### src/rtl/d_nextpc_ctrl_pkg.sv
// d_ctrl_pkg: shared decode constants for the decode-stage next-PC controller.
//   - MIPS opcode / funct encodings used by D-stage decode and hazard logic
//   - PCSrc encodings consumed by the fetch PC register
//   - Tuse constants and an operand-usage decode helper
package d_ctrl_pkg;

  // Opcodes
  localparam logic [5:0] OP_RTYPE = 6'h00;
  localparam logic [5:0] OP_J     = 6'h02;
  localparam logic [5:0] OP_JAL   = 6'h03;
  localparam logic [5:0] OP_BEQ   = 6'h04;
  localparam logic [5:0] OP_BNE   = 6'h05;
  localparam logic [5:0] OP_ADDI  = 6'h08;
  localparam logic [5:0] OP_ADDIU = 6'h09;
  localparam logic [5:0] OP_SLTI  = 6'h0a;
  localparam logic [5:0] OP_SLTIU = 6'h0b;
  localparam logic [5:0] OP_ANDI  = 6'h0c;
  localparam logic [5:0] OP_ORI   = 6'h0d;
  localparam logic [5:0] OP_XORI  = 6'h0e;
  localparam logic [5:0] OP_LUI   = 6'h0f;
  localparam logic [5:0] OP_LW    = 6'h23;
  localparam logic [5:0] OP_SW    = 6'h2b;

  // R-type functs: shifts by immediate (read rt only)
  localparam logic [5:0] FN_SLL   = 6'h00;
  localparam logic [5:0] FN_SRL   = 6'h02;
  localparam logic [5:0] FN_SRA   = 6'h03;
  // shifts by register
  localparam logic [5:0] FN_SLLV  = 6'h04;
  localparam logic [5:0] FN_SRLV  = 6'h06;
  localparam logic [5:0] FN_SRAV  = 6'h07;
  localparam logic [5:0] FN_JR    = 6'h08;
  // mult/div family
  localparam logic [5:0] FN_MFHI  = 6'h10;
  localparam logic [5:0] FN_MTHI  = 6'h11;
  localparam logic [5:0] FN_MFLO  = 6'h12;
  localparam logic [5:0] FN_MTLO  = 6'h13;
  localparam logic [5:0] FN_MULT  = 6'h18;
  localparam logic [5:0] FN_MULTU = 6'h19;
  localparam logic [5:0] FN_DIV   = 6'h1a;
  localparam logic [5:0] FN_DIVU  = 6'h1b;
  // three-register ALU
  localparam logic [5:0] FN_ADD   = 6'h20;
  localparam logic [5:0] FN_ADDU  = 6'h21;
  localparam logic [5:0] FN_SUB   = 6'h22;
  localparam logic [5:0] FN_SUBU  = 6'h23;
  localparam logic [5:0] FN_AND   = 6'h24;
  localparam logic [5:0] FN_OR    = 6'h25;
  localparam logic [5:0] FN_XOR   = 6'h26;
  localparam logic [5:0] FN_NOR   = 6'h27;
  localparam logic [5:0] FN_SLT   = 6'h2a;
  localparam logic [5:0] FN_SLTU  = 6'h2b;

  typedef enum logic [2:0] {
    PCSRC_SEQ    = 3'b000,
    PCSRC_BRANCH = 3'b001,
    PCSRC_JUMP   = 3'b010,
    PCSRC_JR     = 3'b011
  } pcsrc_e;

  // Cycles from D until the operand is consumed.
  localparam logic [1:0] TUSE_D     = 2'd0;  // compared in D (branch, jr)
  localparam logic [1:0] TUSE_E     = 2'd1;  // ALU / address / mult-div input
  localparam logic [1:0] TUSE_M     = 2'd2;  // store data

  typedef struct packed {
    logic       rs_read;
    logic [1:0] rs_tuse;
    logic       rt_read;
    logic [1:0] rt_tuse;
    logic       md_op;
  } tuse_t;

  // Which operands an instruction reads, when it needs them, and whether it
  // touches the multiplier/divider (and so must wait out md_busy).
  function automatic tuse_t decode_tuse(input logic [5:0] op, input logic [5:0] funct);
    tuse_t t;
    t = '{rs_read: 1'b0, rs_tuse: TUSE_E, rt_read: 1'b0, rt_tuse: TUSE_E, md_op: 1'b0};
    case (op)
      OP_BEQ, OP_BNE: begin
        t.rs_read = 1'b1; t.rs_tuse = TUSE_D;
        t.rt_read = 1'b1; t.rt_tuse = TUSE_D;
      end
      OP_ADDI, OP_ADDIU, OP_SLTI, OP_SLTIU,
      OP_ANDI, OP_ORI, OP_XORI, OP_LW: begin
        t.rs_read = 1'b1; t.rs_tuse = TUSE_E;
      end
      OP_SW: begin
        t.rs_read = 1'b1; t.rs_tuse = TUSE_E;
        t.rt_read = 1'b1; t.rt_tuse = TUSE_M;
      end
      OP_RTYPE: begin
        case (funct)
          FN_JR: begin
            t.rs_read = 1'b1; t.rs_tuse = TUSE_D;
          end
          FN_SLL, FN_SRL, FN_SRA: begin
            t.rt_read = 1'b1; t.rt_tuse = TUSE_E;
          end
          FN_SLLV, FN_SRLV, FN_SRAV,
          FN_ADD, FN_ADDU, FN_SUB, FN_SUBU, FN_AND, FN_OR,
          FN_XOR, FN_NOR, FN_SLT, FN_SLTU: begin
            t.rs_read = 1'b1; t.rs_tuse = TUSE_E;
            t.rt_read = 1'b1; t.rt_tuse = TUSE_E;
          end
          FN_MULT, FN_MULTU, FN_DIV, FN_DIVU: begin
            t.rs_read = 1'b1; t.rs_tuse = TUSE_E;
            t.rt_read = 1'b1; t.rt_tuse = TUSE_E;
            t.md_op   = 1'b1;
          end
          FN_MTHI, FN_MTLO: begin
            t.rs_read = 1'b1; t.rs_tuse = TUSE_E;
            t.md_op   = 1'b1;
          end
          FN_MFHI, FN_MFLO: begin
            t.md_op   = 1'b1;
          end
          default: ;
        endcase
      end
      default: ;  // j, jal, lui and unknown opcodes read no registers
    endcase
    return t;
  endfunction

endpackage

### src/rtl/d_nextpc_ctrl_hazard_unit.sv
// d_hazard_unit: decode-stage interlock.
//   Inputs : D_op/D_funct/D_rs/D_rt  fields of the instruction in D
//            E_wa/E_tnew, M_wa/M_tnew  pending destinations and their Tnew
//            md_busy                   multiplier/divider busy or starting
//   Output : stall                     hold PC and IF/ID, bubble into E
module d_hazard_unit
  import d_ctrl_pkg::*;
#(
  parameter bit MD_STALL_EN = 1'b1
) (
  input  logic [5:0] D_op,
  input  logic [5:0] D_funct,
  input  logic [4:0] D_rs,
  input  logic [4:0] D_rt,
  input  logic [4:0] E_wa,
  input  logic [1:0] E_tnew,
  input  logic [4:0] M_wa,
  input  logic [1:0] M_tnew,
  input  logic       md_busy,
  output logic       stall
);

  tuse_t use_d;
  logic  rs_e_hz;
  logic  rs_m_hz;
  logic  rt_e_hz;
  logic  rt_m_hz;
  logic  md_hz;

  assign use_d = decode_tuse(D_op, D_funct);

  // A producer only forces a stall when its result arrives later than the
  // consumer needs it; $0 is never a real dependency.
  always_comb begin
    rs_e_hz = use_d.rs_read && (D_rs != 5'd0) && (D_rs == E_wa) && (use_d.rs_tuse < E_tnew);
    rs_m_hz = use_d.rs_read && (D_rs != 5'd0) && (D_rs == M_wa) && (use_d.rs_tuse < M_tnew);
    rt_e_hz = use_d.rt_read && (D_rt != 5'd0) && (D_rt == E_wa) && (use_d.rt_tuse < E_tnew);
    rt_m_hz = use_d.rt_read && (D_rt != 5'd0) && (D_rt == M_wa) && (use_d.rt_tuse < M_tnew);
    md_hz   = MD_STALL_EN && md_busy && use_d.md_op;
  end

  assign stall = rs_e_hz | rs_m_hz | rt_e_hz | rt_m_hz | md_hz;

endmodule

### src/rtl/d_nextpc_ctrl.sv
// d_nextpc_ctrl: decode-stage driver of the fetch PC register.
//   Holds the IF/ID register, forwards rs/rt from E and M, resolves
//   beq/bne/j/jal/jr in D and raises stall on data or mult/div hazards.
//   Inputs : clk, reset (sync, active-high), F_pc, F_instr, grf_rs, grf_rt,
//            E_wa/E_tnew/E_wd, M_wa/M_tnew/M_wd, md_busy
//   Outputs: D_instr, D_PC, D_rs_val, D_rt_val, PCSrc, immediate_26,
//            immediate_32, ra (jr target), stall
//   The delay slot is never flushed: the instruction behind a branch enters
//   D normally.
module d_nextpc_ctrl
  import d_ctrl_pkg::*;
#(
  parameter logic [31:0] D_PC_RESET  = 32'h0000_0000,
  parameter bit          MD_STALL_EN = 1'b1
) (
  input  logic        clk,
  input  logic        reset,
  input  logic [31:0] F_pc,
  input  logic [31:0] F_instr,
  input  logic [31:0] grf_rs,
  input  logic [31:0] grf_rt,
  input  logic [4:0]  E_wa,
  input  logic [1:0]  E_tnew,
  input  logic [31:0] E_wd,
  input  logic [4:0]  M_wa,
  input  logic [1:0]  M_tnew,
  input  logic [31:0] M_wd,
  input  logic        md_busy,
  output logic [31:0] D_instr,
  output logic [31:0] D_PC,
  output logic [31:0] D_rs_val,
  output logic [31:0] D_rt_val,
  output logic [2:0]  PCSrc,
  output logic [25:0] immediate_26,
  output logic [31:0] immediate_32,
  output logic [31:0] ra,
  output logic        stall
);

  logic [5:0] d_op;
  logic [5:0] d_funct;
  logic [4:0] d_rs;
  logic [4:0] d_rt;
  pcsrc_e     pc_sel;

  // IF/ID register; reset wins over stall.
  always_ff @(posedge clk) begin
    if (reset) begin
      D_instr <= 32'h0000_0000;
      D_PC    <= D_PC_RESET;
    end else if (!stall) begin
      D_instr <= F_instr;
      D_PC    <= F_pc;
    end
  end

  assign d_op    = D_instr[31:26];
  assign d_rs    = D_instr[25:21];
  assign d_rt    = D_instr[20:16];
  assign d_funct = D_instr[5:0];

  // E is younger than M, so its value takes precedence when both match.
  function automatic logic [31:0] fwd(input logic [4:0] addr, input logic [31:0] grf_val,
                                      input logic [4:0] e_wa, input logic [1:0] e_tnew,
                                      input logic [31:0] e_wd, input logic [4:0] m_wa,
                                      input logic [1:0] m_tnew, input logic [31:0] m_wd);
    if (addr == 5'd0)                         return 32'h0000_0000;
    else if (addr == e_wa && e_tnew == 2'd0)  return e_wd;
    else if (addr == m_wa && m_tnew == 2'd0)  return m_wd;
    else                                      return grf_val;
  endfunction

  always_comb begin
    D_rs_val = fwd(d_rs, grf_rs, E_wa, E_tnew, E_wd, M_wa, M_tnew, M_wd);
    D_rt_val = fwd(d_rt, grf_rt, E_wa, E_tnew, E_wd, M_wa, M_tnew, M_wd);
  end

  d_hazard_unit #(
    .MD_STALL_EN (MD_STALL_EN)
  ) u_hazard (
    .D_op    (d_op),
    .D_funct (d_funct),
    .D_rs    (d_rs),
    .D_rt    (d_rt),
    .E_wa    (E_wa),
    .E_tnew  (E_tnew),
    .M_wa    (M_wa),
    .M_tnew  (M_tnew),
    .md_busy (md_busy),
    .stall   (stall)
  );

  // During a stall the operands may still be stale, so no redirect is
  // issued; the PC is held anyway.
  always_comb begin
    pc_sel = PCSRC_SEQ;
    if (!stall) begin
      case (d_op)
        OP_BEQ:        if (D_rs_val == D_rt_val) pc_sel = PCSRC_BRANCH;
        OP_BNE:        if (D_rs_val != D_rt_val) pc_sel = PCSRC_BRANCH;
        OP_J, OP_JAL:  pc_sel = PCSRC_JUMP;
        OP_RTYPE:      if (d_funct == FN_JR) pc_sel = PCSRC_JR;
        default:       pc_sel = PCSRC_SEQ;
      endcase
    end
  end

  assign PCSrc        = pc_sel;
  assign immediate_26 = D_instr[25:0];
  assign immediate_32 = {{16{D_instr[15]}}, D_instr[15:0]};
  assign ra           = D_rs_val;

endmodule

### config.mk
export PLATFORM = sky130hd
export DESIGN_NAME = d_nextpc_ctrl
export DESIGN_NICKNAME = d
export VERILOG_FILES = /design/src/rtl/d_nextpc_ctrl_pkg.sv /design/src/rtl/d_nextpc_ctrl_hazard_unit.sv /design/src/rtl/d_nextpc_ctrl.sv
export SDC_FILE = /design/constraint.sdc
export NUM_CORES = 1
export LEC_CHECK = 0
export BUFFER_PORTS_ARGS = -buffer_cell sky130_fd_sc_hd__buf_4
export CAP_MARGIN = 0
export CORE_AREA = 2 2 168 170
export CTS_CLUSTER_DIAMETER = 40
export DETAILED_ROUTE_END_ITERATION = 10
export DIE_AREA = 0 0 170 172
export PLACE_DENSITY_LB_ADDON = 0.05
export SLEW_MARGIN = 10
export SYNTH_ARGS = -nofsm -noshare
export SYNTH_HDL_FRONTEND = slang
export SYNTH_HIERARCHICAL = 1
export SYNTH_SLANG_ARGS = --single-unit
### constraint.sdc
create_clock -name clk -period 5.8 [get_ports clk]
set_clock_uncertainty 0.1 [all_clocks]
set_input_delay 0.29 -clock clk [delete_from_list [all_inputs] [get_ports clk]]
set_output_delay 0.29 -clock clk [all_outputs]
set_load 0.01 [all_outputs]
==> flow_summary.ini, run 1 <==
[routing]
dr.max_layer_used = met5
post_drt_wl_per_cell_microns = 21.8
via_count = 7116
wl_met2_microns = 15500
dr.pass1.iters = 7
drcViolationCount = 0
wl_met1_microns = 12800
drtIter0Drc = 486
wl_met3_microns = 2570
vias_per_cell = 4.93
wl_microns = 31500
ant_nets = 0

[final_layout]
final_common_cell = buf_4
area_delta_synth_final_pct = 52.6
multi_input_area_sq_um = 3870
fin_area_sq_um = 9320
fillers = 2968
final_nets = 1301
ff_latch_area_sq_um = 1280
drive_gt1_frac = 0.445
final_cell_mix = 448 x buf_4, 81 x nor2_1, 69 x mux2i_1, 64 x dfxtp_1, 58 x xnor2_1

[die]
die_h_microns = 172
die_width_microns = 170
start_util = 0.222
rows = 61
core_sq_um = 27500
die-area_sq_um = 29200
pin_count = 431

[clock_network]
cts_sinks = 64
clk_pin_slew_ps = 70
root_buffer = clkbuf_16
ctsResizeCount = 0
htree_levels = 3
cts_tree = yes
numCtsBuffers = 9
cts_hold_buf = 0
cts_setup_buffers = 0
insertion_delay_ps = 350
clock_path_buffers = 2

[grt]
antenna_found_initial = 2
grt-ovfl-total = 0
grt_usage = 0.202
grt_pass1_wl_microns = 44500
grt_pass1_vias = 7053
grt_max_degree = 65

[sta]
period_share = 0.825
fmax_mhz = 209
setup_violations = 0
fin_ws_ps = 1020
drv_slew = 0
hold_viol = 0
final.setup.tns_ps = 0
slew_headroom = 0.337
rsz0062_at_grt = no
finalCriticalPeriod_ps = 4780
worst_pin_slew_ps = 995

[logic_synthesis]
ys_warn_count = 6
synthTopCellsByArea = dfxtp_1 21%, buf_4 11%, mux2i_1 11%
async_reset_ff_frac = 0
synth-seq-cells = 64
synth.distinct_cells = 65
synth_top_area_cell = dfxtp_1
synth_top_area_share = 0.210
synth_area_per_cell_sq_um = 7.76
synthesis.area_sq_um = 6110
syn_inst = 787
synthesis.nets = 998
synth-seq-area-share = 0.210
ys.flop_type = dfxtp_1
synth_edf_count = 0

[pwr]
ir_drop_mv = 0.123
p_switching_mw = 0.642
combPwrFrac = 0.382
power.leakage_nw = 3.81
p_int_mw = 1.24
clockPowerShare = 0.349
p_per_area_nw_per_um2 = 202
sequentialPowerShare = 0.269
switching_share = 0.341

[place]
dp_hpwl_microns = 23900
dp_slack_ps = 1280
placed_area_sq_um = 8960
routabilityCongestion = 0.824
port_buffers = 429

[worst_setup_path]
end_kind = output port
cp_data_arrival_time_ps = 4390
worst-setup-path-type = reg -> out
path_max_fanout = 14
worst-endpoint-required_ps = 5410
start_kind = flip-flop

[worst_hold_path]
hp-class = in -> reg

[run]
drv_cap = 0

[outcome]
status = finished clean
## sequential cells by signal, indices dropped and copies added, names as in the netlist
register and count:
D_instr 32, D_PC 32
## through the flow
stage               total power [mW]   util  cells  hold slack (ps)
floorplan                      0.887      -    787              334
global placement                1.25  0.326   1425              381
CTS                             1.91  0.339   1441             54.0
finish                          1.88  0.339   1443             68.7
detailed placement              1.24  0.326   1425              387
global route                    1.98  0.339   1441             67.9
## worst paths after layout
check	from	to	slack, ps	cells after the start
worst max-delay path	D_instr[23]$_SDFFE_PP0N_	PCSrc[0]	1020	11
worst max register to register	D_instr[28]$_SDFFE_PP0N_	D_instr[10]$_SDFFE_PP0N_	2270	11
worst min-delay path	F_pc[3]	D_PC[3]$_SDFFE_PP0N_	70	3
worst min register to register	D_PC[28]$_SDFFE_PP0N_	D_PC[28]$_SDFFE_PP0N_	400	2
## worst max-delay path, stage by stage (launching register included)
cell	delay, ps
dfxtp_1	540
xnor2_1	190
and4_1	660
buf_4	310
nand4_1	110
a311oi_1	710
xnor2_1	190
nand4_1	230
nor4_1	600
a31oi_1	150
nand3b_1	180
buf_4	170
## cell usage after synthesis, types with 2 or more instances
cell type / n
nor3_1: 56
nand2b_1: 3
buf_2: 20
a31oi_1: 3
nor3b_1: 4
mux2i_1: 69
or3_1: 4
clkbuf_1: 34
ha_1: 2
buf_4: 92
nor4_2: 2
o21ai_0: 41
or4_1: 4
buf_1: 6
o22a_1: 7
nand4_1: 35
buf_6: 3
nand3_1: 37
nor2b_4: 2
nor3_2: 2
and4_1: 2
nor4_1: 2
nor2_1: 84
xor2_1: 11
nor2b_1: 2
a21boi_0: 2
a21oi_1: 4
dfxtp_1: 64
inv_1: 5
a211oi_1: 11
a311oi_1: 52
nand2_1: 16
and3_1: 2
o21ai_1: 15
xnor2_1: 59
## cells by family (layout without fill, tap and decap cells)
kind of cell | Yosys count | after routing | share of synthesized area
compound gates | 151 | 151 | 0.177
flops | 64 | 64 | 0.210
xor+xnor | 70 | 70 | 0.100
other cells | 1 | 3 | 0.000614
buf+inv | 161 | 469 | 0.163
fa+ha+maj | 2 | 2 | 0.00410
simple gates | 269 | 269 | 0.232
mux | 69 | 69 | 0.113
## layout make-up
type	instances	area share
Timing Repair Buffer	448	0.361
Antenna cell	2	0.000537
Inverter	5	0.00201
Clock inverter	7	0.0134
Clock buffer	9	0.0242
Sequential cell	64	0.137
Multi-Input combinational cell	562	0.415
Tap cell	346	0.0465
## power groups by stage
stage,Combinational (mW),Sequential (mW),Clock (mW)
4_1_cts,0.725,0.508,0.680
2_1_floorplan,0.367,0.520,0
3_5_place_dp,0.723,0.517,0
6_report,0.719,0.507,0.657
3_3_place_gp,0.729,0.517,0
5_1_grt,0.771,0.513,0.695
## metal layers
layer	global-route usage	up-vias
li1	-	3399
met1	0.242	3347
met2	0.353	325
met3	0.0542	43
met4	0.0632	2
met5	0	-
Note: power is estimated with default switching activity, not from simulation.
==> run 2: changes to the inputs <==
--- a/config.mk
+++ b/config.mk
@@ -7,10 +7,10 @@
 export LEC_CHECK = 0
 export BUFFER_PORTS_ARGS = -buffer_cell sky130_fd_sc_hd__buf_4
 export CAP_MARGIN = 0
-export CORE_AREA = 2 2 168 170
+export CORE_AREA = 2 2 169 171
 export CTS_CLUSTER_DIAMETER = 40
 export DETAILED_ROUTE_END_ITERATION = 10
-export DIE_AREA = 0 0 170 172
+export DIE_AREA = 0 0 171 173
 export PLACE_DENSITY_LB_ADDON = 0.05
 export SLEW_MARGIN = 10
 export SYNTH_ARGS = -nofsm -noshare
==> constraint.sdc (replaced) <==
create_clock -name clk -period 4.05 [get_ports clk]
set_clock_uncertainty 0.1 [all_clocks]
set_input_delay 0.2025 -clock clk [delete_from_list [all_inputs] [get_ports clk]]
set_output_delay 0.2025 -clock clk [all_outputs]
set_load 0.01 [all_outputs]
==> run 2 against run 1 <==
  * Largest cell class is now buffers
  * First-iteration DRC count fell by 13%
  * Sequential share of layout area fell by 1.5 points
  * Design area rose by 14%
  * Final cell count rose by 8.8%
  * Die area rose by 1.2%
  * Non-clock buffer count rose by 95
==> flow_summary.ini, run 2 (synthesized netlist as in run 1, its figures left out) <==
[place]
port_buffers = 429
placed_area_sq_um = 9230
dp_hpwl_microns = 25300
routabilityCongestion = 0.838
dp_slack_ps = -14.7
place_inst = 1480

[clock_network]
clock_path_buffers = 2
htree_levels = 3
insertion_delay_ps = 340
root_buffer = clkbuf_16
cts_sinks = 64
clk_pin_slew_ps = 60
cts_tree = yes
numCtsBuffers = 9

[die]
die-area_sq_um = 29600
start_util = 0.221
pin_count = 431
die_width_microns = 171
rows = 61
core_sq_um = 27600
die_h_microns = 173

[final_layout]
diodes = 0
final_common_cell = buf_4
multi_input_area_sq_um = 4140
final_cell_mix = 476 x buf_4, 81 x nor2_1, 69 x mux2i_1, 58 x xnor2_1, 58 x dlygate4sd3_1
ff_latch_area_sq_um = 1290
fin_cells = 1570
final_nets = 1398
top_regs = D_PC: 32 flops, D_instr: 32 flops
drive_gt1_frac = 0.482
fin_area_sq_um = 10600
fillers = 2957
area_delta_synth_final_pct = 73.5

[routing]
post_drt_wl_per_cell_microns = 21.3
via_count = 7593
dr.pass1.iters = 7
drtIter0Drc = 421
drcViolationCount = 0
ant_nets = 0
wl_microns = 33400
vias_per_cell = 4.84

[grt]
grt_usage = 0.214
grt_pass1_wl_microns = 48800
antenna_found_initial = 0
grt_max_degree = 65
grt_pass1_vias = 7678
grt-ovfl-total = 0

[worst_hold_path]
hp-start = F_instr[23]
hp-class = in -> reg
whs_endpoint = D_instr[23]$_SDFFE_PP0N_
holdPathStages = 3

[worst_setup_path]
cp_common_cell = buf_4
cp_data_arrival_time_ps = 3640
path_max_fanout = 14
reg2regPathDepth = 11
start_kind = flip-flop
r2r-start = D_instr[30]$_SDFFE_PP0N_
cp_slowest_stage_delay_ps = 400
slowest_stage = dfxtp_2
worst-setup-path-type = reg -> out
crit_chain = buf_4, nand2b_1, o2111a_1, buf_4, nand3_1, a311oi_2, xnor2_1, nand4_1, nor4_4, a31oi_1, nand3b_1, buf_4
r2r_slack_ps = 970
worstReg2RegEnd = D_instr[23]$_SDFFE_PP0N_
end_kind = output port
worst-endpoint-required_ps = 3750

[outcome]
status = finished clean

[sta]
worst_pin_slew_ps = 713
setup_violations = 0
finalCriticalPeriod_ps = 3940
fmax_mhz = 254
drv_slew = 0
rsz0062_at_grt = no
fin_ws_ps = 109
period_share = 0.973
slew_headroom = 0.524
hold_viol = 0

[pwr]
total_power_mw = 2.77
power.leakage_nw = 4.35
ir_drop_mv = 0.225
p_per_area_nw_per_um2 = 261

[run]
drv_cap = 0
run 2: worst max-delay path: cells and delay by family, from the launching register on:
family                    cells  cell delay, ps
and+or+nand+nor               5            1300
AOI/OAI and AO/OA             3             760
buffers and inverters         3             670
DFF                           1             400
xor gates and xnor gates      1             170
run 2: how the worst max path moves through the flow:
stage	start	end	slack [ps]	cells past startpoint
6_report	D_instr[16]$_SDFFE_PP0N_	PCSrc[0]	110	12
5_1_grt	D_instr[20]$_SDFFE_PP0N_	PCSrc[0]	3	12
4_1_cts	D_instr[27]$_SDFFE_PP0N_	PCSrc[0]	1	11
3_5_place_dp	D_instr[22]$_SDFFE_PP0N_	PCSrc[0]	-10	10
3_3_place_gp	D_instr[19]$_SDFFE_PP0N_	PCSrc[0]	5	10
2_1_floorplan	D_instr[23]$_SDFFE_PP0N_	PCSrc[0]	910	10
run 2: layer usage:
metal	track usage	wire (microns)	part of all wire
met5	0	0	0
met4	0.0597	986	0.030
met3	0.0453	2470	0.074
met2	0.375	16400	0.49
met1	0.262	13500	0.41
run 2: power by group:
group          internal [mW]  switching, mW  total [mW]
Sequential             0.670         0.0551       0.725
Clock                  0.546          0.327       0.873
Combinational          0.594          0.579        1.17
run 2: stage by stage:
stage	hold WS (ps)	utilization	setup TNS, ps
2_1_floorplan	246	-	0
3_3_place_gp	331	0.334	0
3_5_place_dp	339	0.334	-14.7
4_1_cts	1.02	0.375	0
5_1_grt	27.5	0.384	0
6_report	14.0	0.384	0
run 2: timing repair:
item,4_1_cts,5_1_grt
setup endpoints to repair,1,1
resized for setup,32,29
setup buffers,5,8
hold endpoints to repair,58,0
pin swaps,3,8
hold buffers,58,0
gates cloned,2,1
run 2: area by class of cell:
cell class | count | area share
clock buffers | 9 | 0.0213
clock inverters | 7 | 0.00968
inverters | 5 | 0.00177
multi-input cells | 564 | 0.391
flip-flops and latches | 64 | 0.122
well taps | 378 | 0.0446
repair buffers | 543 | 0.409
==> run 3: changes to the inputs <==
--- a/config.mk
+++ b/config.mk
@@ -12,6 +12,7 @@
 export DETAILED_ROUTE_END_ITERATION = 10
 export DIE_AREA = 0 0 171 173
 export PLACE_DENSITY_LB_ADDON = 0.05
+export REMOVE_ABC_BUFFERS = 1
 export SLEW_MARGIN = 10
 export SYNTH_ARGS = -nofsm -noshare
 export SYNTH_HDL_FRONTEND = slang
==> run 3 against run 2 <==
  * Final cell count fell by 3.2%
  * Die area did not move
  * First-iteration DRC count rose by 46%
  * Wire length fell by 3.4%
  * Power fell by 5.1%
  * Register-to-register slack improved by 320 ps
  * Non-clock buffer count fell by 51
  * Clock-buffer cell count rose by 4
  * Utilization fell by 2.6 points
  * Setup slack improved by 160 ps
  * Global-route usage fell by 1.3 points
==> flow_summary.ini, run 3 (synthesized netlist as in run 1, its figures left out) <==
[worst_setup_path]
crit_chain = xnor2_1, o2111a_1, buf_12, nand3_1, a311oi_1, xnor2_1, nand4_1, nor4_4, a31oi_1, nand3b_1, buf_4
path_max_fanout = 29
path_buf_inv = 2
cp_common_cell = xnor2_1
cpLargestDelayFamily = simple AND/OR/NAND/NOR gates
worst-setup-path-type = reg -> out
reg2regPathDepth = 10
slowest_stage = dfxtp_1
worstReg2RegEnd = D_instr[18]$_SDFFE_PP0N_
end_kind = output port
start_kind = flip-flop
r2r_slack_ps = 1290
r2r-start = D_instr[17]$_SDFFE_PP0N_
cp_data_arrival_time_ps = 3480
cp_slowest_stage_delay_ps = 520
worst-endpoint-required_ps = 3750

[place]
dp_hpwl_microns = 23800
place_inst = 1486
port_buffers = 429
routabilityCongestion = 0.833

[die]
die_h_microns = 173
die_width_microns = 171
start_util = 0.221
pin_count = 431
core_sq_um = 27600
rows = 61
die-area_sq_um = 29600

[final_layout]
multi_input_area_sq_um = 3980
final_cell_mix = 470 x buf_4, 81 x nor2_1, 69 x mux2i_1, 60 x dfxtp_1, 58 x xnor2_1
fin_cells = 1519
fillers = 3054
ff_latch_area_sq_um = 1290
final_nets = 1347
diodes = 0
drive_gt1_frac = 0.465
area_delta_synth_final_pct = 61.6
final_common_cell = buf_4
top_regs = D_PC: 32 flops, D_instr: 32 flops

[clock_network]
insertion_delay_ps = 320
htree_levels = 3
cts_tree = yes
cts_sinks = 64
clk_pin_slew_ps = 60
cts_setup_buffers = 0
root_buffer = clkbuf_16
numCtsBuffers = 9
clock_path_buffers = 2

[routing]
drtIter0Drc = 613
ant_nets = 0
post_drt_wl_per_cell_microns = 21.2
via_count = 7432
dr.pass1.iters = 5
drcViolationCount = 0
wl_microns = 32300
vias_per_cell = 4.89

[sta]
worst_pin_slew_ps = 701
hold_viol = 0
slew_headroom = 0.533
period_share = 0.933
final.setup.tns_ps = 0
drv_slew = 0
finalCriticalPeriod_ps = 3780
rsz0062_at_grt = no
fmax_mhz = 265
setup_violations = 0
holdWs_ps = 7.96

[pwr]
clockPowerShare = 0.300
sequentialPowerShare = 0.274
ir_drop_mv = 0.195
p_int_mw = 1.73
switching_share = 0.342
p_switching_mw = 0.899
p_per_area_nw_per_um2 = 266
combPwrFrac = 0.425
power.leakage_nw = 4.05
total_power_mw = 2.63

[worst_hold_path]
whs_endpoint = D_PC[12]$_SDFFE_PP0N_
holdPathStages = 3
hp-start = F_pc[12]
hp-class = in -> reg

[grt]
grt-ovfl-total = 0
antenna_found_initial = 0
grt_usage = 0.201
grt_max_degree = 66
grt_pass1_wl_microns = 46400
grt_pass1_vias = 7430

[run]
drv_cap = 0

[outcome]
status = finished clean
run 3: changes by cell type in the layout (fill, tap and decap cells not counted), sizes merged:
cell         change
buf              -7
bufinv           -1
dlygate4sd3     -43
or2              -1
nor2             +1
clkinvlp         -1
bufbuf           -1
inv              -2
clkbuf           +4
run 3: power groups by stage:
stage | clock [mW] | sequential, mW | combinational (mW)
6_report | 0.790 | 0.721 | 1.12
5_1_grt | 0.849 | 0.730 | 1.19
4_1_cts | 0.821 | 0.722 | 1.11
3_5_place_dp | 0 | 0.734 | 1.09
3_3_place_gp | 0 | 0.734 | 1.10
2_1_floorplan | 0 | 0.765 | 0.393
run 3: layout make-up:
| class | instances | share of cell area |
|---|---|---|
| timing repair buffer | 492 | 0.386 |
| sequential | 64 | 0.130 |
| tap | 378 | 0.0479 |
| multi-input combinational | 564 | 0.404 |
| clock inverter | 3 | 0.00406 |
| inverter | 5 | 0.00190 |
| clock buffer | 13 | 0.0264 |
run 3: per-layer routing:
layer / wire length (microns) / part of all wire / global-route usage
met1: 13200 / 0.41 / 0.247
met2: 15600 / 0.48 / 0.352
met3: 2960 / 0.092 / 0.0499
met4: 488 / 0.015 / 0.0431
met5: 0 / 0 / 0
run 3: per-stage QoR:
step	cell area (sq um)	worst slack (ps)	util
after detailed placement	9310	160	0.337
after global placement	9310	165	0.337
after CTS	9780	8.82	0.354
after global routing	9870	0.354	0.357
final	9870	270	0.357
after floorplan	5130	-2870	-
run 3: how the worst max path moves through the flow:
| stage | from | depth (start not counted) | slack [ps] | endpoint |
|---|---|---|---|---|
| floorplan | D_instr[27]$_SDFFE_PP0N_ | 10 | -2870 | PCSrc[0] |
| global placement | D_instr[18]$_SDFFE_PP0N_ | 10 | 170 | PCSrc[0] |
| detailed placement | D_instr[24]$_SDFFE_PP0N_ | 11 | 160 | PCSrc[0] |
| CTS | D_instr[19]$_SDFFE_PP0N_ | 10 | 9 | PCSrc[0] |
| global route | D_instr[17]$_SDFFE_PP0N_ | 11 | 0.4 | PCSrc[0] |
| finish | D_instr[17]$_SDFFE_PP0N_ | 11 | 270 | PCSrc[0] |
run 3: what timing repair did:
item,CTS,global route
hold buffers,15,0
cloned,0,2
pin swaps,0,3
endpoints found under the hold margin,15,0
endpoints found under the setup margin,1,1
gates resized for setup,4,17
run 3: tightest hold or removal path: stages:
cell and delay (ps):
buf_4 70, mux2i_1 50, nor2_1 70
